## config.mk

```make
export PLATFORM = sky130hd
export DESIGN_NAME = page_port_adapter
export DESIGN_NICKNAME = d
export VERILOG_FILES = /design/src/rtl/page_port_adapter.sv
export SDC_FILE = /design/constraint.sdc
export NUM_CORES = 1
export LEC_CHECK = 0
export ABC_CLOCK_PERIOD_IN_PS = 4300
export BUFFER_PORTS_ARGS = -buffer_cell sky130_fd_sc_hd__clkbuf_2
export CAP_MARGIN = 20
export CELL_PAD_IN_SITES_DETAIL_PLACEMENT = 1
export CELL_PAD_IN_SITES_GLOBAL_PLACEMENT = 1
export CORE_UTILIZATION = 49
export CTS_CLUSTER_DIAMETER = 50
export DETAILED_ROUTE_END_ITERATION = 10
export PLACE_DENSITY = 0.81
export SETUP_SLACK_MARGIN = 0.5
export SLEW_MARGIN = 20
export SYNTH_ARGS = -nofsm -noshare
export SYNTH_HDL_FRONTEND = slang
export SYNTH_HIERARCHICAL = 1
export SYNTH_SLANG_ARGS = --single-unit
```

## constraint.sdc

```tcl
create_clock -name clk -period 4.3 [get_ports clk]
set_clock_uncertainty 0.2 [all_clocks]
set_input_delay 0.215 -clock clk [delete_from_list [all_inputs] [get_ports clk]]
set_output_delay 0.215 -clock clk [all_outputs]
set_load 0.05 [all_outputs]
```

## src/rtl/page_port_adapter.sv

```systemverilog
// Buffered multi-channel bridge between leaf_interface user ports and an HLS kernel.
// Every channel owns a small FIFO; occupancy and transfer totals are exported for page debug.

module page_port_adapter_fifo #(
    parameter int W     = 32,
    parameter int DEPTH = 4,
    parameter int AW    = $clog2(DEPTH)
) (
    input  logic         clk,
    input  logic         reset,
    input  logic         flush,
    input  logic [W-1:0] up_data,
    input  logic         up_vld,
    output logic         up_ack,
    output logic [W-1:0] dn_data,
    output logic         dn_vld,
    input  logic         dn_ack,
    output logic [AW:0]  occ
);
    localparam logic [AW:0]   FULL_OCC  = (AW+1)'(DEPTH);
    localparam logic [AW:0]   EMPTY_OCC = (AW+1)'(1'b0);
    localparam logic [AW:0]   ONE_OCC   = (AW+1)'(1'b1);
    localparam logic [AW-1:0] ONE_PTR   = AW'(1'b1);

    logic [W-1:0]  mem_r [DEPTH];
    logic [AW-1:0] wr_ptr_r;
    logic [AW-1:0] rd_ptr_r;
    logic [AW:0]   occ_r;
    logic          ready_r;
    logic          push_s;
    logic          pop_s;
    logic [AW:0]   occ_next_s;

    // Handshake outputs come from registered state only; flush masks both sides.
    always_comb begin
        up_ack = 1'b0;
        dn_vld = 1'b0;
        if (flush) begin
            up_ack = 1'b0;
            dn_vld = 1'b0;
        end else begin
            up_ack = ready_r && (occ_r != FULL_OCC);
            dn_vld = (occ_r != EMPTY_OCC);
        end
    end

    // Head-of-queue word, held at zero while the FIFO is empty.
    always_comb begin
        dn_data = {W{1'b0}};
        if (occ_r != EMPTY_OCC) begin
            dn_data = mem_r[rd_ptr_r];
        end else begin
            dn_data = {W{1'b0}};
        end
    end

    assign push_s = up_vld & up_ack;
    assign pop_s  = dn_vld & dn_ack;
    assign occ    = occ_r;

    // Occupancy after this cycle's push/pop.
    always_comb begin
        occ_next_s = occ_r;
        case ({push_s, pop_s})
            2'b10:   occ_next_s = occ_r + ONE_OCC;
            2'b01:   occ_next_s = occ_r - ONE_OCC;
            default: occ_next_s = occ_r;
        endcase
    end

    // Pointer, occupancy and ready state; flush clears exactly like reset.
    always_ff @(posedge clk or negedge reset) begin
        if (!reset) begin
            wr_ptr_r <= {AW{1'b0}};
            rd_ptr_r <= {AW{1'b0}};
            occ_r    <= EMPTY_OCC;
            ready_r  <= 1'b0;
        end else if (flush) begin
            wr_ptr_r <= {AW{1'b0}};
            rd_ptr_r <= {AW{1'b0}};
            occ_r    <= EMPTY_OCC;
            ready_r  <= 1'b0;
        end else begin
            if (push_s) begin
                wr_ptr_r <= wr_ptr_r + ONE_PTR;
            end
            if (pop_s) begin
                rd_ptr_r <= rd_ptr_r + ONE_PTR;
            end
            occ_r   <= occ_next_s;
            ready_r <= 1'b1;
        end
    end

    // Storage needs no reset: it is only observed through the occupancy-gated head.
    always_ff @(posedge clk) begin
        if (push_s) begin
            mem_r[wr_ptr_r] <= up_data;
        end
    end
endmodule

module page_port_adapter #(
    parameter int PAYLOAD_BITS  = 32,
    parameter int NUM_IN_PORTS  = 2,
    parameter int NUM_OUT_PORTS = 2,
    parameter int FIFO_DEPTH    = 4,
    localparam int AW           = $clog2(FIFO_DEPTH)
) (
    input  logic                                  clk,
    input  logic                                  reset,
    input  logic                                  flush,
    input  logic [NUM_IN_PORTS*PAYLOAD_BITS-1:0]  dout_leaf_interface2user,
    input  logic [NUM_IN_PORTS-1:0]               vld_interface2user,
    output logic [NUM_IN_PORTS-1:0]               ack_user2interface,
    output logic [NUM_IN_PORTS*PAYLOAD_BITS-1:0]  Input_V_V,
    output logic [NUM_IN_PORTS-1:0]               Input_V_V_ap_vld,
    input  logic [NUM_IN_PORTS-1:0]               Input_V_V_ap_ack,
    input  logic [NUM_OUT_PORTS*PAYLOAD_BITS-1:0] Output_V_V,
    input  logic [NUM_OUT_PORTS-1:0]              Output_V_V_ap_vld,
    output logic [NUM_OUT_PORTS-1:0]              Output_V_V_ap_ack,
    output logic [NUM_OUT_PORTS*PAYLOAD_BITS-1:0] din_leaf_user2interface,
    output logic [NUM_OUT_PORTS-1:0]              vld_user2interface,
    input  logic [NUM_OUT_PORTS-1:0]              ack_interface2user,
    output logic [NUM_IN_PORTS*(AW+1)-1:0]        in_occ,
    output logic [NUM_OUT_PORTS*(AW+1)-1:0]       out_occ,
    output logic [31:0]                           in_xfer_cnt,
    output logic [31:0]                           out_xfer_cnt
);
    logic [NUM_IN_PORTS-1:0]  in_fire_s;
    logic [NUM_OUT_PORTS-1:0] out_fire_s;
    logic [7:0]               in_fire8_s;
    logic [7:0]               out_fire8_s;
    logic [31:0]              in_xfer_cnt_r;
    logic [31:0]              out_xfer_cnt_r;

    function automatic logic [31:0] popcount8(input logic [7:0] v);
        logic [31:0] n;
        n = 32'd0;
        for (int i = 0; i < 8; i++) begin
            n = n + {31'd0, v[i]};
        end
        return n;
    endfunction

    for (genvar i = 0; i < NUM_IN_PORTS; i++) begin : g_in
        page_port_adapter_fifo #(.W(PAYLOAD_BITS), .DEPTH(FIFO_DEPTH), .AW(AW)) u_fifo (
            .clk     (clk),
            .reset   (reset),
            .flush   (flush),
            .up_data (dout_leaf_interface2user[i*PAYLOAD_BITS +: PAYLOAD_BITS]),
            .up_vld  (vld_interface2user[i]),
            .up_ack  (ack_user2interface[i]),
            .dn_data (Input_V_V[i*PAYLOAD_BITS +: PAYLOAD_BITS]),
            .dn_vld  (Input_V_V_ap_vld[i]),
            .dn_ack  (Input_V_V_ap_ack[i]),
            .occ     (in_occ[i*(AW+1) +: (AW+1)])
        );
    end

    for (genvar j = 0; j < NUM_OUT_PORTS; j++) begin : g_out
        page_port_adapter_fifo #(.W(PAYLOAD_BITS), .DEPTH(FIFO_DEPTH), .AW(AW)) u_fifo (
            .clk     (clk),
            .reset   (reset),
            .flush   (flush),
            .up_data (Output_V_V[j*PAYLOAD_BITS +: PAYLOAD_BITS]),
            .up_vld  (Output_V_V_ap_vld[j]),
            .up_ack  (Output_V_V_ap_ack[j]),
            .dn_data (din_leaf_user2interface[j*PAYLOAD_BITS +: PAYLOAD_BITS]),
            .dn_vld  (vld_user2interface[j]),
            .dn_ack  (ack_interface2user[j]),
            .occ     (out_occ[j*(AW+1) +: (AW+1)])
        );
    end

    assign in_fire_s   = Input_V_V_ap_vld & Input_V_V_ap_ack;
    assign out_fire_s  = vld_user2interface & ack_interface2user;
    assign in_fire8_s  = 8'(in_fire_s);
    assign out_fire8_s = 8'(out_fire_s);

    // Delivered-word totals, wrapping modulo 2^32.
    always_ff @(posedge clk or negedge reset) begin
        if (!reset) begin
            in_xfer_cnt_r  <= 32'd0;
            out_xfer_cnt_r <= 32'd0;
        end else if (flush) begin
            in_xfer_cnt_r  <= 32'd0;
            out_xfer_cnt_r <= 32'd0;
        end else begin
            in_xfer_cnt_r  <= in_xfer_cnt_r + popcount8(in_fire8_s);
            out_xfer_cnt_r <= out_xfer_cnt_r + popcount8(out_fire8_s);
        end
    end

    assign in_xfer_cnt  = in_xfer_cnt_r;
    assign out_xfer_cnt = out_xfer_cnt_r;
endmodule

```

# Yosys cells after proc, flatten, opt, wreduce, memory -nomap -nowiden
# Memory sizes are Yosys's and may differ from the RTL's.
# Cells that the tools add are included.
# W data, S select, Z words.
[word_totals]
regBits = 93
ramBits = 512
inputBits = 139
output_inout_bits = 212
word_cells = 128
memories = 4
[mem_list]
columns = ["memory", "words", "width", "read_ports", "rd_ports_with_merged_regs", "wr", "line_no", "source"]
rows = [
  ["g_in[0].u_fifo.mem_r", 4, 32, 1, 0, 1, "25", "logic [W-1:0] mem_r [DEPTH];"],
  ["g_in[1].u_fifo.mem_r", 4, 32, 1, 0, 1, "25", ""],
  ["g_out[0].u_fifo.mem_r", 4, 32, 1, 0, 1, "25", ""],
  ["g_out[1].u_fifo.mem_r", 4, 32, 1, 0, 1, "25", ""],
]
[classes]
add_sub_neg = 20
n_eq_ne = 12
mux = 47
bitwise_logic = 10
reduce_logical = 20
[ops]
columns = ["cell", "n"]
rows = [
  ["$mux W32", 6],
  ["$add A32 B2 Y32", 2],
  ["$mux W2", 16],
  ["$pmux W3 S2", 4],
  ["$reduce_bool A3 Y1", 8],
  ["$mux W1", 17],
  ["$add A2 B1 Y2 const B", 8],
  ["$reduce_bool A2 Y1", 8],
  ["$add A3 B1 Y3 const B", 4],
  ["$mux W3", 4],
  ["$ne A3 B3 Y1 const B", 4],
  ["$sub A3 B1 Y3 const B", 4],
  ["$and A1 B1 Y1", 8],
  ["$eq A2 B1 Y1 const B", 4],
  ["$eq A2 B2 Y1 const B", 4],
  ["$add A1 B1 Y2", 2],
  ["$and A2 B2 Y2", 2],
  ["$logic_and A1 B1 Y1", 4],
]

# Logic depth before layout (Yosys ltp)
# Gate-level depths: netlist of run 1.
[depth]
depth_word = 7
mapped_depth = 13
mapped_depth_nobuf = 10

# Modules after synthesis
# The synthesis of run 1 kept the hierarchy.
[by_module_without_submodules]
columns = ["module", "instances", "cells_each", "area_per_inst_um2", "seq_area_each_um2"]
rows = [
  ["page_port_adapter_fifo", 4, 261, 5435.2, 4043.9],
  ["page_port_adapter", 1, 352, 3326.9, 1601.5],
]

# Least setup slack after synthesis of run 1
# OpenSTA, ideal clock, no wires.
[synth_path]
path_type = "reg2reg"
startpoint = "reg g_out[0].u_fifo.occ_r[1]"
endpoint = "reg out_xfer_cnt_r[31], in the netlist out_xfer_cnt[31]"
setup_ns = 0.125
arrival_ns = 3.576
required_ns = 3.975
setup_slack_ns = 0.399
stages_incl_launch_ff = 11
n_path_buf = 2
period_less_slack_ns = 3.901
path_cell_list = "dfrtp_1 -> or3_1 -> buf_6 -> and2_1 -> nand2_1 -> fa_1 -> and4b_4 -> or4b_4 -> buf_6 -> nor4_1 -> mux2_2"
[synth_between]
elab_chain_cells = 6
[synth_lines]
columns = ["item", "line_no", "source"]
rows = [
  ["from (decl)", "28", "logic [AW:0] occ_r;"],
  ["from (signal assigned)", "90", "occ_r <= occ_next_s;"],
  ["$reduce_bool A3 Y1", "43", "dn_vld = (occ_r != EMPTY_OCC);"],
  ["$mux W1", "38", "if (flush) begin"],
  ["named net vld_user2interface[0]", "123", "output logic [NUM_OUT_PORTS-1:0] vld_user2interface,"],
  ["$and A2 B2 Y2", "177", "assign out_fire_s = vld_user2interface & ack_interface2user;"],
  ["$add A1 B1 Y2", "141", "n = n + {31'd0, v[i]};"],
  ["$add A32 B2 Y32", "191", "out_xfer_cnt_r <= out_xfer_cnt_r + popcount8(out_fire8_s);"],
  ["$mux W32", "186", "end else if (flush) begin"],
  ["to (signal assigned)", "191", ""],
  ["to (decl)", "135", "logic [31:0] out_xfer_cnt_r;"],
]
# The timed path passes the listed nets, and every way through them passes these cells.
# A chain may end at the register's enable or synchronous reset.

# Worst setup path after layout of run 1
[layout_path]
startpoint = "reg g_out[1].u_fifo.occ_r[2]"
endpoint = "reg out_xfer_cnt_r[24], in the netlist out_xfer_cnt[24]"
[layout_between]
elab_chain_cells = 6
[layout_lines]
columns = ["item", "line_no"]
rows = [
  ["from (decl)", "28"],
  ["from (signal assigned)", "90"],
  ["$reduce_bool A3 Y1", "43"],
  ["$mux W1", "38"],
  ["$and A2 B2 Y2", "177"],
  ["$add A1 B1 Y2", "141"],
  ["$add A32 B2 Y32", "191"],
  ["$mux W32", "186"],
]
# No other way between the ends.

==> results of run 1 <==
==> metrics by stage <==
step                power [mW]  hold slack [ns]  utilization, %  cells  cell area (um^2)
floorplan                 8.09           -0.281               -   1396             25100
global placement          8.56            0.139            54.7   2383             27500
detailed placement        8.62            0.146            54.7   2383             27500
CTS                       15.1           0.0482            62.4   2658             31400
global route              15.5           0.0788            62.5   2663             31400
finish                    15.1           0.0342            62.5   2663             31400
==> state kept, by name, indices dropped and copies added (netlist names), 6 cells and up <==
name	count
g_in.u_fifo/mem_r	256
out_xfer_cnt	32
g_in.u_fifo/occ	6
g_out.u_fifo/occ	6
g_out.u_fifo/mem_r	256
in_xfer_cnt	32
==> worst max path at each step <==
stage	endpoint	slack (ns)
after floorplan	out_xfer_cnt[31]	0.50
after global placement	in_xfer_cnt[26]	0.88
after detailed placement	in_xfer_cnt[26]	0.73
after CTS	in_xfer_cnt[26]	0.68
after global routing	out_xfer_cnt[26]	0.67
final	out_xfer_cnt[24]	0.86
==> final cells by class <==
type	count	area, um^2	area share [%]
timing repair buffer	526	3430	10.9
clock buffer	86	1980	6.31
inverter	23	86.3	0.275
multi-input combinational	695	6750	21.5
antenna	3	7.51	0.0239
clock inverter	50	526	1.67
sequential	608	17800	56.6
tap	672	841	2.68
==> Yosys cell counts (21+ instances only) <==
master,number
nand4_1,22
buf_6,21
edfxtp_1,512
clkbuf_1,22
nand3_1,21
a21oi_1,33
dfrtp_1,96
mux4_2,128
and2_1,150
inv_1,23
buf_2,22
or4_1,22
nor2_1,56
nand2_1,34
xor2_1,23
==> worst register-to-register path: cells and delay by family (launching register included) <==
family	cells	cell delay [ns]
AO/OA/AOI/OAI	1	0.16
adder cells (fa/ha/maj)	2	0.63
buffers and inverters	1	0.10
flip-flops	1	0.49
AND/OR/NAND/NOR	6	1.78
==> what timing repair did <==
item                                    in CTS  in global routing
buffers inserted                             0                  2
hold buffers                               139                  0
endpoints found under the hold margin      600                  0
endpoints found under the setup margin       0                  1
==> report_power, final <==
group / switching (mW) / internal [mW] / total (mW)
Clock: 2.65 / 3.79 / 6.44
Combinational: 1.35 / 0.668 / 2.02
Sequential: 0.133 / 6.50 / 6.64
==> routing by layer <==
metal  vias to the layer above  wire [um]  GRT usage, %  share of wire, %
li1                       6530          -             -                 -
met1                      7895      26600          32.8                38
met2                       531      37300          48.3                53
met3                       115       4850          7.83               6.9
met4                         0       1910          8.52               2.7
met5                         -          0             0                 0
==> kinds of logic (layout without fill, tap and decap cells) <==
logic type	after synthesis	count (layout)	share of synthesized area (%)
simple gates	405	405	9.99
other cells	0	3	0
fa+ha+maj	24	24	1.38
compound gates	81	81	1.95
xor+xnor	43	43	1.50
buf+inv	93	685	2.15
mux	142	142	12.1
flops	608	608	70.9
==> cell usage in the layout (no fill, tap or decap), types with 33 or more instances in the layout <==
master / Yosys / layout
a21oi_1: 33 / 33
edfxtp_1: 512 / 512
nor2_1: 56 / 56
nand2_1: 34 / 34
clkbuf_16: 0 / 78
buf_4: 1 / 39
dlygate4sd3_1: 0 / 139
and2_1: 150 / 150
clkbuf_2: 0 / 348
mux4_2: 128 / 128
dfrtp_1: 96 / 81
==> results.cfg, run 1 <==
[run_status]
status = completed

[yosys]
synth_top_area_cell = edfxtp_1
synth-edff-count = 512
synth_top_area_share_pct = 61.3
synth-seq-area-share_pct = 70.9
syn-cell-area_um2 = 25100
ys_warn_count = 6
yosysUniqueCellTypes = 50
avgSynthCellArea_um2 = 18.0
synth_area_leaders = edfxtp_1, mux4_2, dfrtp_1
yosys_register_bits = 608
syn_nets = 1559
synthCells = 1396
synth_ff_type = edfxtp_1
async_flop_share_pct = 15.8

[power]
leakagePower_nw = 11.4
ir_worst_vdd_mv = 0.645
power.density_nw_per_um2 = 481

[global_routing]
grt_max_degree = 57
grt_usage_pct = 27.5
antenna_found_initial = 3
grt-ovfl-total = 0
grt_pass1_vias = 16551
grt_pass1_wl_um = 106000

[cts]
cts.htree.levels = 3
cts-root-buf = clkbuf_16
clk_pin_slew_ns = 0.07
cts_tree = built
clk_latency_ns = 0.62
numCtsBuffers = 75
cts.sinks = 608
post_cts_resized = 0
cts_buffer_depth = 3

[drt]
viasPerCell = 5.66
firstDrtPassIters = 5
wl_per_cell_um = 26.5
drt_iter0_drc = 1034
drcViolationCount = 0
vias = 15071
final_antenna_net_count = 0
wl_um = 70700

[setup_path]
rr_startpoint = g_out[1].u_fifo/occ[2]
path_depth = 10
worstPathArrival_ns = 3.76
r2r_cells = 10
end_kind = flip-flop
critPathMaxFanout = 13
r2r_end = out_xfer_cnt[24]
startpoint_type = flip-flop
crit_start = g_out[1].u_fifo/occ[2]
critPathTopFamily = simple AND/OR/NAND/NOR gates
crit_chain = or3_1 -> and2_1 -> nand2_1 -> fa_1 -> inv_1 -> ha_1 -> nand4_1 -> or3_1 -> or4_1 -> a21oi_1
timing.critical_path.required_ns = 4.62
r2r_slack_ns = 0.86
crit_type = flip-flop to flip-flop
max_stage_delay_ns = 0.61
slowest_stage = or3_1
path_buf_inv = 1
cp_common_cell = or3_1

[sta]
finalCritPeriodShare_pct = 80.0
setup_viol = 0
drv_slew = 0
tightest_slew_ns = 0.978
setup_slack_ns = 0.861
fmax_mhz = 291
relSlewSlack_pct = 34.8
setup_tns_ns = 0
rsz0062_at_grt = no
period_needed_ns = 3.44
finalHoldViolCount = 0

[cells_and_area]
finalNetCount = 2092
area_growth_pct = 25.3
drive_above_1_share_pct = 34.0
fill_cells = 4552

[floorplanning]
start_util_pct = 49.9
die_h_um = 228
core_area_um2 = 50300
die_area_um2 = 52100
die_x_um = 228
pin_count = 351
rows = 82

[placement]
preCtsSetupSlack_ns = 0.733
gp_congestion = 0.803
dp_hpwl_um = 39100
io_buffers = 350

[run]
drv_cap = 0

[worst_hold_path]
hold_class = input port to async pin
(Power assumes the default switching activity.)
==> run 2, diff against run 1 <==
--- a/config.mk
+++ b/config.mk
@@ -5,12 +5,13 @@
 export SDC_FILE = /design/constraint.sdc
 export NUM_CORES = 1
 export LEC_CHECK = 0
-export ABC_CLOCK_PERIOD_IN_PS = 4300
+export ABC_AREA = 1
+export ABC_CLOCK_PERIOD_IN_PS = 3400
 export BUFFER_PORTS_ARGS = -buffer_cell sky130_fd_sc_hd__clkbuf_2
 export CAP_MARGIN = 20
 export CELL_PAD_IN_SITES_DETAIL_PLACEMENT = 1
 export CELL_PAD_IN_SITES_GLOBAL_PLACEMENT = 1
-export CORE_UTILIZATION = 49
+export CORE_UTILIZATION = 46
 export CTS_CLUSTER_DIAMETER = 50
 export DETAILED_ROUTE_END_ITERATION = 10
 export PLACE_DENSITY = 0.81
==> constraint.sdc (replaced) <==
create_clock -name clk -period 3.4 [get_ports clk]
set_clock_uncertainty 0.2 [all_clocks]
set_input_delay 0.17 -clock clk [delete_from_list [all_inputs] [get_ports clk]]
set_output_delay 0.17 -clock clk [all_outputs]
set_load 0.05 [all_outputs]
==> results.cfg, run 2 <==
[global_routing]
grt-ovfl-total = 0
grt_usage_pct = 27.6
grt_pass1_wl_um = 120000
grt_pass1_vias = 21456
grt_max_degree = 68
antenna_found_initial = 10

[setup_path]
critPathMaxFanout = 64
end_kind = output port
startpoint_type = flip-flop
critPathTopFamily = buffers and inverters
slowest_stage = buf_6
r2r_slack_ns = 0.65
path_buf_inv = 2
max_stage_delay_ns = 0.42
worstPathArrival_ns = 2.49
timing.critical_path.required_ns = 3.03
crit_chain = buf_6 -> nor2_1 -> nor2_1 -> o21ai_0 -> a21oi_1 -> clkbuf_2
cp_common_cell = nor2_1
crit_type = flip-flop to output port

[cells_and_area]
final_common_cell = nor2_1
final_cell_mix = nor2_1, edfxtp_1, clkbuf_2
fill_cells = 5818
multi_input_area_um2 = 6910
area_growth_pct = 25.4
final-seq-area_um2 = 17800
finalNetCount = 2982
drive_above_1_share_pct = 22.1
fin_area_um2 = 32100
top_regs = g_in.u_fifo/mem_r x256, g_out.u_fifo/mem_r x256

[placement]
io_buffers = 350
placed_area_um2 = 28100
dp_hpwl_um = 45800
gp_congestion = 0.853
preCtsSetupSlack_ns = 0.459

[run]
drv_cap = 0

[sta]
finalCritPeriodShare_pct = 84.3
setup_slack_ns = 0.535
rsz0062_at_grt = yes
tightest_slew_ns = 0.811
setup_tns_ns = 0
relSlewSlack_pct = 45.9
setup_viol = 0
fmax_mhz = 349
drv_slew = 0
hold_slack_ns = 0.125
finalHoldViolCount = 0
period_needed_ns = 2.86

[run_status]
status = completed

[cts]
clk_latency_ns = 0.62
cts_tree = built
cts.sinks = 608
cts.htree.levels = 3
numCtsBuffers = 75
cts-root-buf = clkbuf_16
clk_pin_slew_ns = 0.06
cts_buffer_depth = 3

[yosys]
synth-seq-area-share_pct = 69.5
synth_ff_type = edfxtp_1
syn-cell-area_um2 = 25600
ys_warn_count = 6
synth_most_common_cell = nor2_1
avgSynthCellArea_um2 = 11.1
synth-edff-count = 512
synth_area_leaders = edfxtp_1, nor2_1, dfrtp_1
yosysUniqueCellTypes = 33
synth_top_area_share_pct = 60.1
async_flop_share_pct = 15.8
synthCells = 2297
synthTopCellsByCount = nor2_1, edfxtp_1, o21ai_0, nand2_1, a21oi_1
syn_nets = 2460
yosys_register_bits = 608
synth_top_area_cell = edfxtp_1

[floorplanning]
rows = 86
die_h_um = 238
start_util_pct = 46.5
die_x_um = 238
core_area_um2 = 55000
pin_count = 351
die_area_um2 = 56600

[worst_hold_path]
hold_class = input port to flip-flop

[drt]
drt_iter0_drc = 1123
viasPerCell = 5.40
wl_per_cell_um = 21.7
final_antenna_net_count = 0
drcViolationCount = 0
vias = 19610
firstDrtPassIters = 5
wl_um = 78700

[power]
seq_power_share_pct = 33.8
p_switching_mw = 10.5
power.density_nw_per_um2 = 786
intPower_mw = 14.7
ir_worst_vdd_mv = 0.425
switching_share_pct = 41.7
leakagePower_nw = 12.4
combinationalPowerShare_pct = 35.5
clock_power_share_pct = 30.7
-- run 2: worst register-to-register path, stage by stage, from the launching register on --
cell	delay (ns)
dfrtp_2	0.42
nor2_1	0.08
nand2_1	0.11
nand2_2	0.09
clkinvlp_4	0.09
nand2_1	0.11
fa_2	0.42
inv_1	0.09
ha_1	0.16
nand2_1	0.08
nor2_2	0.17
nand2_2	0.15
nor2_2	0.20
nand3_1	0.12
nand2_1	0.10
nor2_1	0.05
-- run 2: power groups by stage --
stage               Sequential [mW]  Combinational [mW]  Clock [mW]
floorplan                      8.85                6.15           0
global placement               8.64                8.33           0
detailed placement             8.67                8.56           0
CTS                            8.52                8.80        7.79
global route                   8.56                9.45        8.12
finish                         8.53                8.95        7.73
-- run 2: routing by layer --
metal  track usage (%)  routed length, um  vias up
li1                  -                  -     8895
met1              31.7              30400     9875
met2              48.7              40300      662
met3              5.95               4880      176
met4              13.6               3170        2
met5                 0                 13        -
-- run 2: per-stage QoR --
| stage | total power [mW] | std cells | utilization, % |
|---|---|---|---|
| after global routing | 26.1 | 3633 | 58.4 |
| final | 25.2 | 3634 | 58.4 |
| after CTS | 25.1 | 3615 | 58.1 |
| after global placement | 17.0 | 3342 | 51.2 |
| after floorplan | 15.0 | 2297 | - |
| after detailed placement | 17.2 | 3342 | 51.2 |
-- run 2: logic make-up (layout without fill, tap and decap cells) --
logic type | count (synthesis) | count (layout) | synth area share [%]
AND/OR/NAND/NOR | 1009 | 1009 | 16.3
flip-flops | 608 | 608 | 69.5
other | 0 | 11 | 0
adder cells (fa/ha/maj) | 24 | 24 | 1.35
buffers and inverters | 201 | 779 | 3.73
XOR/XNOR | 12 | 12 | 0.411
AO/OA/AOI/OAI | 443 | 443 | 8.77
-- run 2: what timing repair did --
item / in CTS / in global routing
gates resized for setup: 8 / 19
endpoints found under the setup margin: 40 / 39
hold buffers: 140 / 0
endpoints found under the hold margin: 603 / 0
setup buffers: 0 / 8
pin swaps: 0 / 0
-- run 2: area by class of cell --
cell class | count | share of cell area (%)
flip-flops and latches | 608 | 55.5
clock inverters | 40 | 1.15
multi-input cells | 1488 | 21.5
clock buffers | 93 | 6.19
repair buffers | 547 | 11.4
well taps | 748 | 2.92
inverters | 99 | 1.29
diodes | 11 | 0.0858
-- run 2: final timing paths --
check                                              from                     endpoint  cells past startpoint
setup / recovery            g_out[0].u_fifo/rd_ptr_r[0]   din_leaf_user2interface[1]                      6
hold / removal             dout_leaf_interface2user[30]  g_in[0].u_fifo/mem_r[2][30]                      2
setup reg to reg                  g_in[1].u_fifo/occ[0]              in_xfer_cnt[28]                     15
hold reg to reg                   g_in[1].u_fifo/occ[2]        g_in[1].u_fifo/occ[2]                      2
max in group asynchronous                         reset             out_xfer_cnt[19]                      4
min in group asynchronous                         reset             out_xfer_cnt[31]                      3
==> run 3, diff against run 2 <==
--- a/config.mk
+++ b/config.mk
@@ -6,7 +6,7 @@
 export NUM_CORES = 1
 export LEC_CHECK = 0
 export ABC_AREA = 1
-export ABC_CLOCK_PERIOD_IN_PS = 3400
+export ABC_CLOCK_PERIOD_IN_PS = 2800
 export BUFFER_PORTS_ARGS = -buffer_cell sky130_fd_sc_hd__clkbuf_2
 export CAP_MARGIN = 20
 export CELL_PAD_IN_SITES_DETAIL_PLACEMENT = 1
==> constraint.sdc (replaced) <==
create_clock -name clk -period 2.8 [get_ports clk]
set_clock_uncertainty 0.2 [all_clocks]
set_input_delay 0.14 -clock clk [delete_from_list [all_inputs] [get_ports clk]]
set_output_delay 0.14 -clock clk [all_outputs]
set_load 0.05 [all_outputs]
==> results.cfg, run 3 (synthesis results as in run 2) <==
[run_status]
status = complete, but fails checks
failed_checks = negative setup slack

[power]
ir_worst_vdd_mv = 0.645
leakagePower_nw = 14.8
p_total_mw = 41.6
power.density_nw_per_um2 = 1060

[sta]
tightest_slew_ns = 0.708
drv_slew = 0
hold_slack_ns = 0.0688
relSlewSlack_pct = 52.8
rsz0062_at_grt = yes
finalHoldViolCount = 0
setup_slack_ns = -0.0168
period_needed_ns = 2.82
setup_tns_ns = -0.0188
fmax_mhz = 355
setup_viol = 2
finalCritPeriodShare_pct = 101

[drt]
viasPerCell = 6.17
drcViolationCount = 0
wl_um = 126000
firstDrtPassIters = 6
vias = 23600
wl_per_cell_um = 32.8
final_antenna_net_count = 0
drt_iter0_drc = 2556

[setup_path]
path_buf_inv = 3
max_stage_delay_ns = 0.57
crit_chain = buf_6 -> clkbuf_16 -> nor2_1 -> nor2_2 -> o21ai_1 -> a21oi_2 -> buf_12
end_kind = output port
worstPathArrival_ns = 2.48
startpoint_type = flip-flop
critPathTopFamily = flip-flops
slowest_stage = dfrtp_4
crit_type = flip-flop to output port
critPathMaxFanout = 6
timing.critical_path.required_ns = 2.46

[cts]
cts.sinks = 608
clk_pin_slew_ns = 0.06
cts_tree = built
cts_buffer_depth = 3
numCtsBuffers = 72
cts-root-buf = clkbuf_16
clk_latency_ns = 0.64
cts.htree.levels = 3

[placement]
dp_cells = 3342
dp_hpwl_um = 47700
gp_congestion = 0.883
preCtsSetupSlack_ns = 0.207
io_buffers = 350
placed_area_um2 = 29700

[floorplanning]
die_area_um2 = 56600
pin_count = 351
die_h_um = 238
core_area_um2 = 55000
die_x_um = 238
rows = 86
start_util_pct = 46.5

[cells_and_area]
fill_cells = 5138
finalNetCount = 3178
final_cell_mix = edfxtp_1, nor2_1, clkbuf_2
area_growth_pct = 53.8
final_common_cell = edfxtp_1
drive_above_1_share_pct = 43.1
fin_area_um2 = 39400
top_regs = g_in.u_fifo/mem_r x256, g_out.u_fifo/mem_r x256
final_util_pct = 71.6
stdcell_count = 3825

[global_routing]
grt_pass1_vias = 23005
grt_pass1_wl_um = 143000
grt_usage_pct = 33.9
grt_max_degree = 54
grt-ovfl-total = 0
antenna_found_initial = 5

[run]
drv_cap = 0

[worst_hold_path]
hold_class = input port to flip-flop
run 3: cell count changes in the layout (fill, tap and decap cells not counted), sizes merged:
cell / before / now
bufbuf: 0 / 3
bufinv: 3 / 8
buf: 59 / 327
dlygate4sd3: 140 / 151
diode: 11 / 5
clkinv: 16 / 27
clkinvlp: 16 / 8
clkbuf: 441 / 347
inv: 104 / 105
run 3: where the power goes:
| part | switching (mW) | leakage [nW] | total, mW | internal, mW |
|---|---|---|---|---|
| Sequential | 0.314 | 5.91 | 10.5 | 10.1 |
| Combinational | 12.7 | 7.75 | 20.9 | 8.22 |
| Clock | 4.51 | 1.19 | 10.3 | 5.78 |
run 3: metal layers:
metal	track usage (%)	up-vias	part of all wire (%)
met2	60.5	1739	49
met1	38.7	11923	35
li1	-	9325	-
met5	0	-	0
met4	16.5	0	7.6
met3	6.66	613	8.6
run 3: path summary, 6_finish.rpt:
| check | from | to | slack [ns] | depth (start not counted) |
|---|---|---|---|---|
| setup / recovery | g_in[1].u_fifo/rd_ptr_r[0] | Input_V_V[57] | -0.02 | 7 |
| hold / removal | flush | out_xfer_cnt[6] | 0.07 | 5 |
| setup reg to reg | g_out[0].u_fifo/occ[1] | out_xfer_cnt[17] | 0.04 | 15 |
| hold reg to reg | out_xfer_cnt[31] | out_xfer_cnt[31] | 0.36 | 2 |
| max in group asynchronous | reset | g_out[0].u_fifo/occ[0] | 1.13 | 4 |
| min in group asynchronous | reset | in_xfer_cnt[19] | 0.44 | 3 |
run 3: area by class of cell:
class / count / area, um^2 / share of cell area (%)
Tap cell: 748 / 936 / 2.38
Clock inverter: 42 / 470 / 1.20
Multi-Input combinational cell: 1488 / 9330 / 23.7
Inverter: 99 / 487 / 1.24
Sequential cell: 608 / 17800 / 45.2
Timing Repair inverter: 7 / 83.8 / 0.213
Antenna cell: 5 / 12.5 / 0.0318
Clock buffer: 89 / 1960 / 4.98
Timing Repair Buffer: 739 / 8270 / 21.0
run 3: worst register-to-register path, stage by stage, from the launching register on:
cell,delay [ns]
dfrtp_2,0.39
nor2_4,0.05
nand2_2,0.12
nand2_4,0.08
clkinvlp_4,0.10
nand2_2,0.08
fa_2,0.41
buf_4,0.15
buf_4,0.13
nor2_4,0.19
buf_6,0.14
nand3_4,0.11
nor2_4,0.15
nand2_1,0.12
nand2_1,0.13
nor2_1,0.06
run 3: repair_timing:
action                                 CTS  global route
pin swaps                               94           314
endpoints found under the hold margin  680             5
buffers inserted                        47            93
resized for setup                      339           824
hold buffers                           153             1
cloned                                  24            30
setup endpoints to repair              167           190
